[src/rtl/maf_issue_ctrl.sv]
// rtl/maf_issue_ctrl.sv - MAF pipeline issue controller: arbitration, mode bubble, credits, in-flight tracking
module maf_issue_ctrl #(
  parameter int PIPE_LAT = 4,
  parameter int TAG_W    = 4,
  parameter int CREDITS  = 4
) (
  input  logic             clk,
  input  logic             rstn,
  input  logic             req0_valid,
  input  logic [2:0]       req0_mode,
  input  logic [TAG_W-1:0] req0_tag,
  output logic             req0_ready,
  input  logic             req1_valid,
  input  logic [2:0]       req1_mode,
  input  logic [TAG_W-1:0] req1_tag,
  output logic             req1_ready,
  input  logic             cred_ret,
  input  logic             flush,
  output logic             issue_valid,
  output logic [2:0]       issue_cont,
  output logic             issue_src,
  output logic [TAG_W-1:0] issue_tag,
  output logic             done_valid,
  output logic [2:0]       done_cont,
  output logic             done_src,
  output logic [TAG_W-1:0] done_tag,
  output logic             flush_done,
  output logic             err_illegal,
  output logic             err_cred,
  output logic [3:0]       inflight
);

  localparam logic [1:0] ST_RUN    = 2'd0;
  localparam logic [1:0] ST_BUBBLE = 2'd1;
  localparam logic [1:0] ST_DRAIN  = 2'd2;
  localparam logic [3:0] CRED_MAX  = 4'(CREDITS);

  logic [1:0]       state;
  logic [3:0]       credits;
  logic [2:0]       last_mode;
  logic             rr;
  logic [3:0]       inflight_q;

  logic             win_src;
  logic             win_valid;
  logic [2:0]       win_mode;
  logic [TAG_W-1:0] win_tag;
  logic             open;
  logic             mode_legal;
  logic             acc_legal;
  logic             acc_illegal;
  logic             mode_chg;
  logic             cred_ok;

  // Tail tracking: one slot per pipeline cycle, fed from the registered issue fields
  logic [PIPE_LAT-1:0]            pipe_v;
  logic [PIPE_LAT-1:0][2:0]       pipe_cont;
  logic [PIPE_LAT-1:0]            pipe_src;
  logic [PIPE_LAT-1:0][TAG_W-1:0] pipe_tag;

  // Round-robin winner: the requester at the pointer, else the other one
  always_comb begin
    win_src = rr;
    if (rr ? !req1_valid : !req0_valid) win_src = ~rr;
    win_valid = win_src ? req1_valid : req0_valid;
    win_mode  = win_src ? req1_mode  : req0_mode;
    win_tag   = win_src ? req1_tag   : req0_tag;
  end

  // Illegal modes are swallowed without needing credits or a matching mode
  assign open        = win_valid && (state == ST_RUN) && !flush;
  assign mode_legal  = (win_mode <= 3'b010);
  assign acc_illegal = open && !mode_legal;
  assign acc_legal   = open && mode_legal && (win_mode == last_mode) && (credits != 4'd0);
  assign mode_chg    = open && mode_legal && (win_mode != last_mode);
  assign cred_ok     = cred_ret && (credits != CRED_MAX);

  assign req0_ready  = (acc_legal || acc_illegal) && !win_src;
  assign req1_ready  = (acc_legal || acc_illegal) &&  win_src;

  assign done_valid  = pipe_v[PIPE_LAT-1];
  assign done_cont   = pipe_cont[PIPE_LAT-1];
  assign done_src    = pipe_src[PIPE_LAT-1];
  assign done_tag    = pipe_tag[PIPE_LAT-1];
  assign inflight    = inflight_q;
  assign flush_done  = flush && (inflight_q == 4'd0) && !issue_valid;

  // Control FSM, arbitration pointer and last issued precision mode
  always_ff @(posedge clk or negedge rstn) begin
    if (!rstn) begin
      state     <= ST_RUN;
      rr        <= 1'b0;
      last_mode <= 3'b000;
    end else begin
      case (state)
        ST_RUN:    state <= mode_chg ? ST_BUBBLE : (flush ? ST_DRAIN : ST_RUN);
        ST_BUBBLE: state <= flush ? ST_DRAIN : ST_RUN;
        default:   state <= flush ? ST_DRAIN : ST_RUN;
      endcase
      if (acc_legal || acc_illegal) rr <= ~win_src;
      if (mode_chg) last_mode <= win_mode;
    end
  end

  // Registered issue to the pipeline head plus error pulses
  always_ff @(posedge clk or negedge rstn) begin
    if (!rstn) begin
      issue_valid <= 1'b0;
      issue_cont  <= 3'b000;
      issue_src   <= 1'b0;
      issue_tag   <= '0;
      err_illegal <= 1'b0;
      err_cred    <= 1'b0;
    end else begin
      issue_valid <= acc_legal;
      if (acc_legal) begin
        issue_cont <= win_mode;
        issue_src  <= win_src;
        issue_tag  <= win_tag;
      end
      err_illegal <= acc_illegal;
      err_cred    <= cred_ret && (credits == CRED_MAX);
    end
  end

  // Result-buffer credits and in-flight count
  always_ff @(posedge clk or negedge rstn) begin
    if (!rstn) begin
      credits    <= CRED_MAX;
      inflight_q <= 4'd0;
    end else begin
      if (acc_legal && !cred_ok)      credits <= credits - 4'd1;
      else if (!acc_legal && cred_ok) credits <= credits + 4'd1;
      if (issue_valid && !done_valid)      inflight_q <= inflight_q + 4'd1;
      else if (!issue_valid && done_valid) inflight_q <= inflight_q - 4'd1;
    end
  end

  // Shift the issued operation down the tracking pipe toward the tail
  always_ff @(posedge clk or negedge rstn) begin
    if (!rstn) begin
      pipe_v    <= '0;
      pipe_cont <= '0;
      pipe_src  <= '0;
      pipe_tag  <= '0;
    end else begin
      pipe_v    <= {pipe_v[PIPE_LAT-2:0], issue_valid};
      pipe_cont <= {pipe_cont[PIPE_LAT-2:0], issue_cont};
      pipe_src  <= {pipe_src[PIPE_LAT-2:0], issue_src};
      pipe_tag  <= {pipe_tag[PIPE_LAT-2:0], issue_tag};
    end
  end

endmodule
[config.mk]
export PLATFORM = sky130hd
export DESIGN_NAME = maf_issue_ctrl
export DESIGN_NICKNAME = d
export VERILOG_FILES = /design/src/rtl/maf_issue_ctrl.sv
export SDC_FILE = /design/constraint.sdc
export NUM_CORES = 1
export LEC_CHECK = 0
export ABC_CLOCK_PERIOD_IN_PS = 5500
export CORE_MARGIN = 1
export CORE_UTILIZATION = 62
export DETAILED_ROUTE_END_ITERATION = 10
export DONT_BUFFER_PORTS = 1
export PLACE_DENSITY_LB_ADDON = 0.08
export REMOVE_ABC_BUFFERS = 1
export SYNTH_ARGS = -nofsm -noshare
export SYNTH_HDL_FRONTEND = slang
export SYNTH_SLANG_ARGS = --single-unit
[constraint.sdc]
create_clock -name clk -period 5.5 [get_ports clk]
set_input_delay 0.55 -clock clk [delete_from_list [all_inputs] [get_ports clk]]
set_output_delay 0.55 -clock clk [all_outputs]
set_load 0.01 [all_outputs]
-- After elaboration in Yosys (flattened, before gate mapping)
Cells that the tools add are included.
- multiply operators: 0
- $add $sub $neg: 4
- mux-type cells: 12
- eq/ne operators: 4
- bitwise operators: 2
- reduce and logical (&&, ||, !) cells: 32
- divide/modulo/power cells: 0
- order comparisons: 1
- shift-type cells: 0
- operators by type and width (cell ; number):
    $mux 4 ; 5
    $logic_and 1x1->1 ; 17
    $logic_not 1->1 ; 9
    $add 4x1->4 const B ; 2
    $sub 4x1->4 const B ; 2
    $mux 2 ; 3
    $eq 4x3->1 const B ; 1
    $logic_not 4->1 ; 1
    $ne 4x3->1 const B ; 1
    $reduce_bool 2->1 ; 2
    $reduce_bool 4->1 ; 1
    $eq 3x3->1 ; 1
    $le 3x2->1 const B ; 1
    $mux 1 ; 3
    $mux 3 ; 1
    $ne 3x3->1 ; 1
    $logic_not 2->1 ; 1
    $not 1->1 ; 2
    $logic_or 1x1->1 ; 1
- memory bits (read-only): 0
- output and inout bits: 27
- bits in latches: 0
- register bits: 61
- bits in writable memories: 0
- memories kept: 0

-- Longest topological paths before layout
- word-level depth: 13
- gate-level depth with buffers: 13

-- Worst setup path before layout
No wires, ideal clock.
- path type: input to register
- start: input port req1_valid
- end: register credits[3]
- setup time: 0.125 ns
- required time: 5.375 ns
- stages: 13
- arrival time: 2.849 ns
- path slack: 2.526 ns
- cell sequence: nand2b_1 > clkbuf_1 > nand4b_1 > nand3_1 > or4_1 > a21oi_1 > ha_1 > ha_1 > a21o_1 > a21oi_1 > xnor2_1 > nor2_1 > xor2_1
- word-level cells in the longest chain between the ends: 12
- elaborated cells between the ends (all ways): 17
- those cells by class: 1 x order compare; 1 x eq/ne; 5 x mux; 10 x reduce/logical
- RTL lines (item ; line ; text):
    start: declaration ; 13 ; input logic req1_valid,
    parallel branches: the longest is 7 deep, another holds $le 3x2->1 ; - ;
    $logic_and 1x1->1 (*) (2 in series) ; 74 ; assign acc_legal = open && mode_legal && (win_mode == last_mode) && (credits != 4'd0);
    net acc_legal ; 50 ; logic acc_legal;
    $logic_not 1->1 ; 133 ; else if (!acc_legal && cred_ok) credits <= credits + 4'd1;
    $logic_and 1x1->1 ; 133 ;
    $reduce_bool 2->1 (no source line) ; - ;
    end signal: assignment ; 132 ; if (acc_legal && !cred_ok) credits <= credits - 4'd1;
    end signal: assignment ; 133 ;
    end: declaration ; 39 ; logic [3:0] credits;
Mark *: on every way through the listed nets, which the timed path passes.
A chain may end at the register's enable or synchronous reset.

-- Worst setup path in the final report
- start: register rr
- end: register credits[3]
- word-level cells in the longest chain between the ends: 11
- elaborated cells between the ends (all ways): 17
- those cells by class: 1 x order compare; 1 x eq/ne; 5 x mux; 1 x bitwise; 9 x reduce/logical
- RTL lines (item ; line ; text):
    start: declaration ; 41 ; logic rr;
    start signal: assignment ; 100 ; if (acc_legal || acc_illegal) rr <= ~win_src;
    $mux 1 or $not 1->1 (tied branches) ; 64 ; if (rr ? !req1_valid : !req0_valid) win_src = ~rr;
    $mux 1 (*) ; 64 ;
    parallel branches: the longest is 4 deep, another holds $le 3x2->1 ; - ;
    $logic_and 1x1->1 (*) (2 in series) ; 74 ;
    net acc_legal ; 50 ;
    $logic_not 1->1 ; 133 ;
    $logic_and 1x1->1 ; 133 ;
    $reduce_bool 2->1 (no source line) ; - ;
Marks and branches as above.

==> impl_metrics.json <==
{
  "firstDrtPassIters": 4,
  "hold_class": "in -> async",
  "dp_hpwl_um": 2570,
  "cts.sinks": 61,
  "antenna_found_initial": 0,
  "finish.utilization_pct": 70.18,
  "htreeDepth": 3,
  "via_per_inst": 5.772,
  "io-pin-count": 47,
  "yosysSeqAreaShare_pct": 63.99,
  "cts_tree": "built",
  "startpoint_type": "flip-flop",
  "p_int_mw": 0.9182,
  "r2r-end": "credits[3]",
  "synth_cell_types": 34,
  "antennaDiodeCount": 0,
  "fp.dieW_um": 64.05,
  "clk_pin_slew_ns": 0.06,
  "use_met1_pct": 26.83,
  "path_cells": "nand2b_1 > nand4b_1 > nand3_1 > or4_1 > a21oi_1 > ha_1 > ha_1 > a21o_1 > a21oi_1 > xnor2_1 > nor2_1 > xor2_1",
  "slowest_delay_ns": 0.55,
  "cts_root_buffer": "clkbuf_8",
  "max_freq_mhz": 326.0,
  "cts-buffers-inserted": 9,
  "finalSetupTns_ns": 0,
  "drt_iter0_drc": 92,
  "final_cell_mix": "dfrtp_1 (60), mux2_2 (15), nor2b_1 (10), clkbuf_8 (10), inv_1 (9)",
  "crit_cells": 12,
  "worst_slack_ns": 2.432,
  "clockBufferDepth": 2,
  "synth_async_sr_flop_share_pct": 100.0,
  "p_leak_nw": 1.218,
  "placementRows": 22,
  "end_kind": "flip-flop",
  "route.detailed.wl_per_inst_um": 16.64,
  "cp.arrival_ns": 3.28,
  "p_clk_share_pct": 25.2,
  "powerDensity_nw_per_um2": 522.1,
  "syn_to_final_growth_pct": 8.438,
  "ys.flop_type": "dfrtp_1",
  "num-nets-final": 203,
  "fp.dieH_um": 64.05,
  "path_max_fanout": 8,
  "peakVddDrop_uv": 259.4,
  "tightest_slew_ns": 0.6082,
  "grt_max_degree": 61,
  "path_delay_family": "simple AND/OR/NAND/NOR gates",
  "final_area_um2": 2589,
  "post-place-cells": 211,
  "dp_slack_ns": 2.339,
  "grt_pass1_wl_um": 6430,
  "synth_edf_count": 0,
  "ys_ff_latch": 61,
  "finalClockSkew_ns": 0.006593,
  "finalCritPeriodShare_pct": 55.78,
  "drv_slew": 0,
  "p_comb_share_pct": 19.8,
  "port_buffers": 0,
  "vias": 1316,
  "p_seq_share_pct": 55.1,
  "cts_setup_buffers": 0,
  "clock_latency_ns": 0.33,
  "final_common_cell": "dfrtp_1",
  "r2r-start": "rr",
  "slowest_stage": "or4_1",
  "relSlewSlack_pct": 58.92,
  "setup_viol": 0,
  "drc": 0,
  "use_met3_pct": 11.96,
  "die-area_um2": 4102,
  "instances_no_fill": 228,
  "grt-busiest-layer": "met2",
  "switchingPower_mw": 0.4333,
  "period_minus_slack_ns": 3.068,
  "required_ns": 5.71,
  "syn_area_um2": 2387,
  "multiInputGateArea_um2": 762.0,
  "use_met2_pct": 33.38,
  "status": "complete, no violations",
  "critPathBufInv": 0,
  "initial_core_util_pct": 64.72,
  "grt_pass1_vias": 1357,
  "seqCellArea_um2": 1528,
  "track_usage_pct": 22.20,
  "drtAntennaViolNets": 0,
  "place_area_um2": 2384,
  "syn_inst": 173,
  "yosysWarnings": 0,
  "r2r_cells": 12,
  "num-fill-cells": 270,
  "crit_type": "reg -> reg",
  "syn_avg_cell_area_um2": 13.80,
  "r2r_setup_slack_ns": 2.43,
  "gp_congestion": 0.8108,
  "swShare_pct": 32.06,
  "maxCapViolCount": 0,
  "core_um2": 3689,
  "hold_viol": 0,
  "drt-total-wl_um": 3793,
  "rsz0062_at_grt": "no",
  "drive_above_1_share_pct": 19.44,
  "grt_overflow": 0
}
[how the worst max path moves through the flow]
| stage | start | to | slack, ns |
|---|---|---|---|
| 2_1_floorplan | req1_valid | credits[3] | 2.57 |
| 3_3_place_gp | req1_valid | credits[3] | 2.48 |
| 3_5_place_dp | req1_valid | credits[3] | 2.34 |
| 4_1_cts | rr | credits[3] | 2.45 |
| 5_1_grt | rr | credits[3] | 2.28 |
| 6_report | rr | credits[3] | 2.43 |
[area by class of cell]
cell class / count / area share [%]
sequential: 61 / 59.01
multi-input combinational: 93 / 29.43
clock buffer: 11 / 5.462
tap: 48 / 2.320
clock inverter: 5 / 1.402
inverter: 9 / 1.305
timing repair buffer: 1 / 1.063
[routing by layer]
layer,routed length (µm),share of wire [%]
met3,335,8.8
met1,1589,42
met2,1801,47
met5,0,0
met4,68,1.8
[power by group through the flow]
stage | clock (mW) | combinational, mW | sequential [mW]
floorplan | 0 | 0.219 | 0.716
global placement | 0 | 0.240 | 0.736
detailed placement | 0 | 0.256 | 0.753
CTS | 0.353 | 0.270 | 0.745
global route | 0.371 | 0.309 | 0.763
finish | 0.340 | 0.267 | 0.744
[sequential cells by signal, summed over array words and instances, names as in the netlist, 4 cells and up]
register   count
issue_tag      4
pipe_cont      9
done_tag       4
pipe_src       4
credits        4
inflight       4
pipe_tag      12
pipe_v         4
[kinds of logic after synthesis]
family                   share of synthesized area [%]
flip-flops                                       63.99
AND/OR/NAND/NOR                                  11.22
buffers and inverters                            4.088
AO/OA/AOI/OAI                                    4.560
multiplexers                                     8.386
XOR/XNOR                                         2.935
adder cells (fa/ha/maj)                          4.822
[synthesized netlist by cell type (2+ instances only)]
cell type  instances  area share, %
a21o_1             2           0.63
a21oi_1            7            1.5
and2_1             2           0.52
buf_4              7            2.2
clkbuf_1           3           0.47
dfrtp_1           60             63
fa_1               2            1.7
ha_1               6            3.1
inv_1              9            1.4
mux2_2            15            7.1
mux2i_1            2           0.84
nand2_1            5           0.79
nand2b_1           2           0.52
nand3_1            4           0.84
nand4b_1           6            2.2
nor2_1             3           0.47
nor2b_1           10            2.6
nor3_1             2           0.42
o21ai_0            3           0.63
o22ai_1            3           0.79
xnor2_1            5            1.8
xor2_1             3            1.1
[what timing repair did]
item / CTS / global route
hold buffers: 1 / 0
hold endpoints to repair: 60 / 0
gates resized for setup: 0 / 0
endpoints found under the setup margin: 0 / 0
[through the flow]
step	hold WS, ns	power, mW
2_1_floorplan	0.2544	0.9343
3_3_place_gp	0.2556	0.9768
3_5_place_dp	0.2555	1.008
4_1_cts	0.04006	1.367
5_1_grt	0.03088	1.443
6_report	0.05934	1.352
Note: power is estimated with default switching activity, not from simulation.
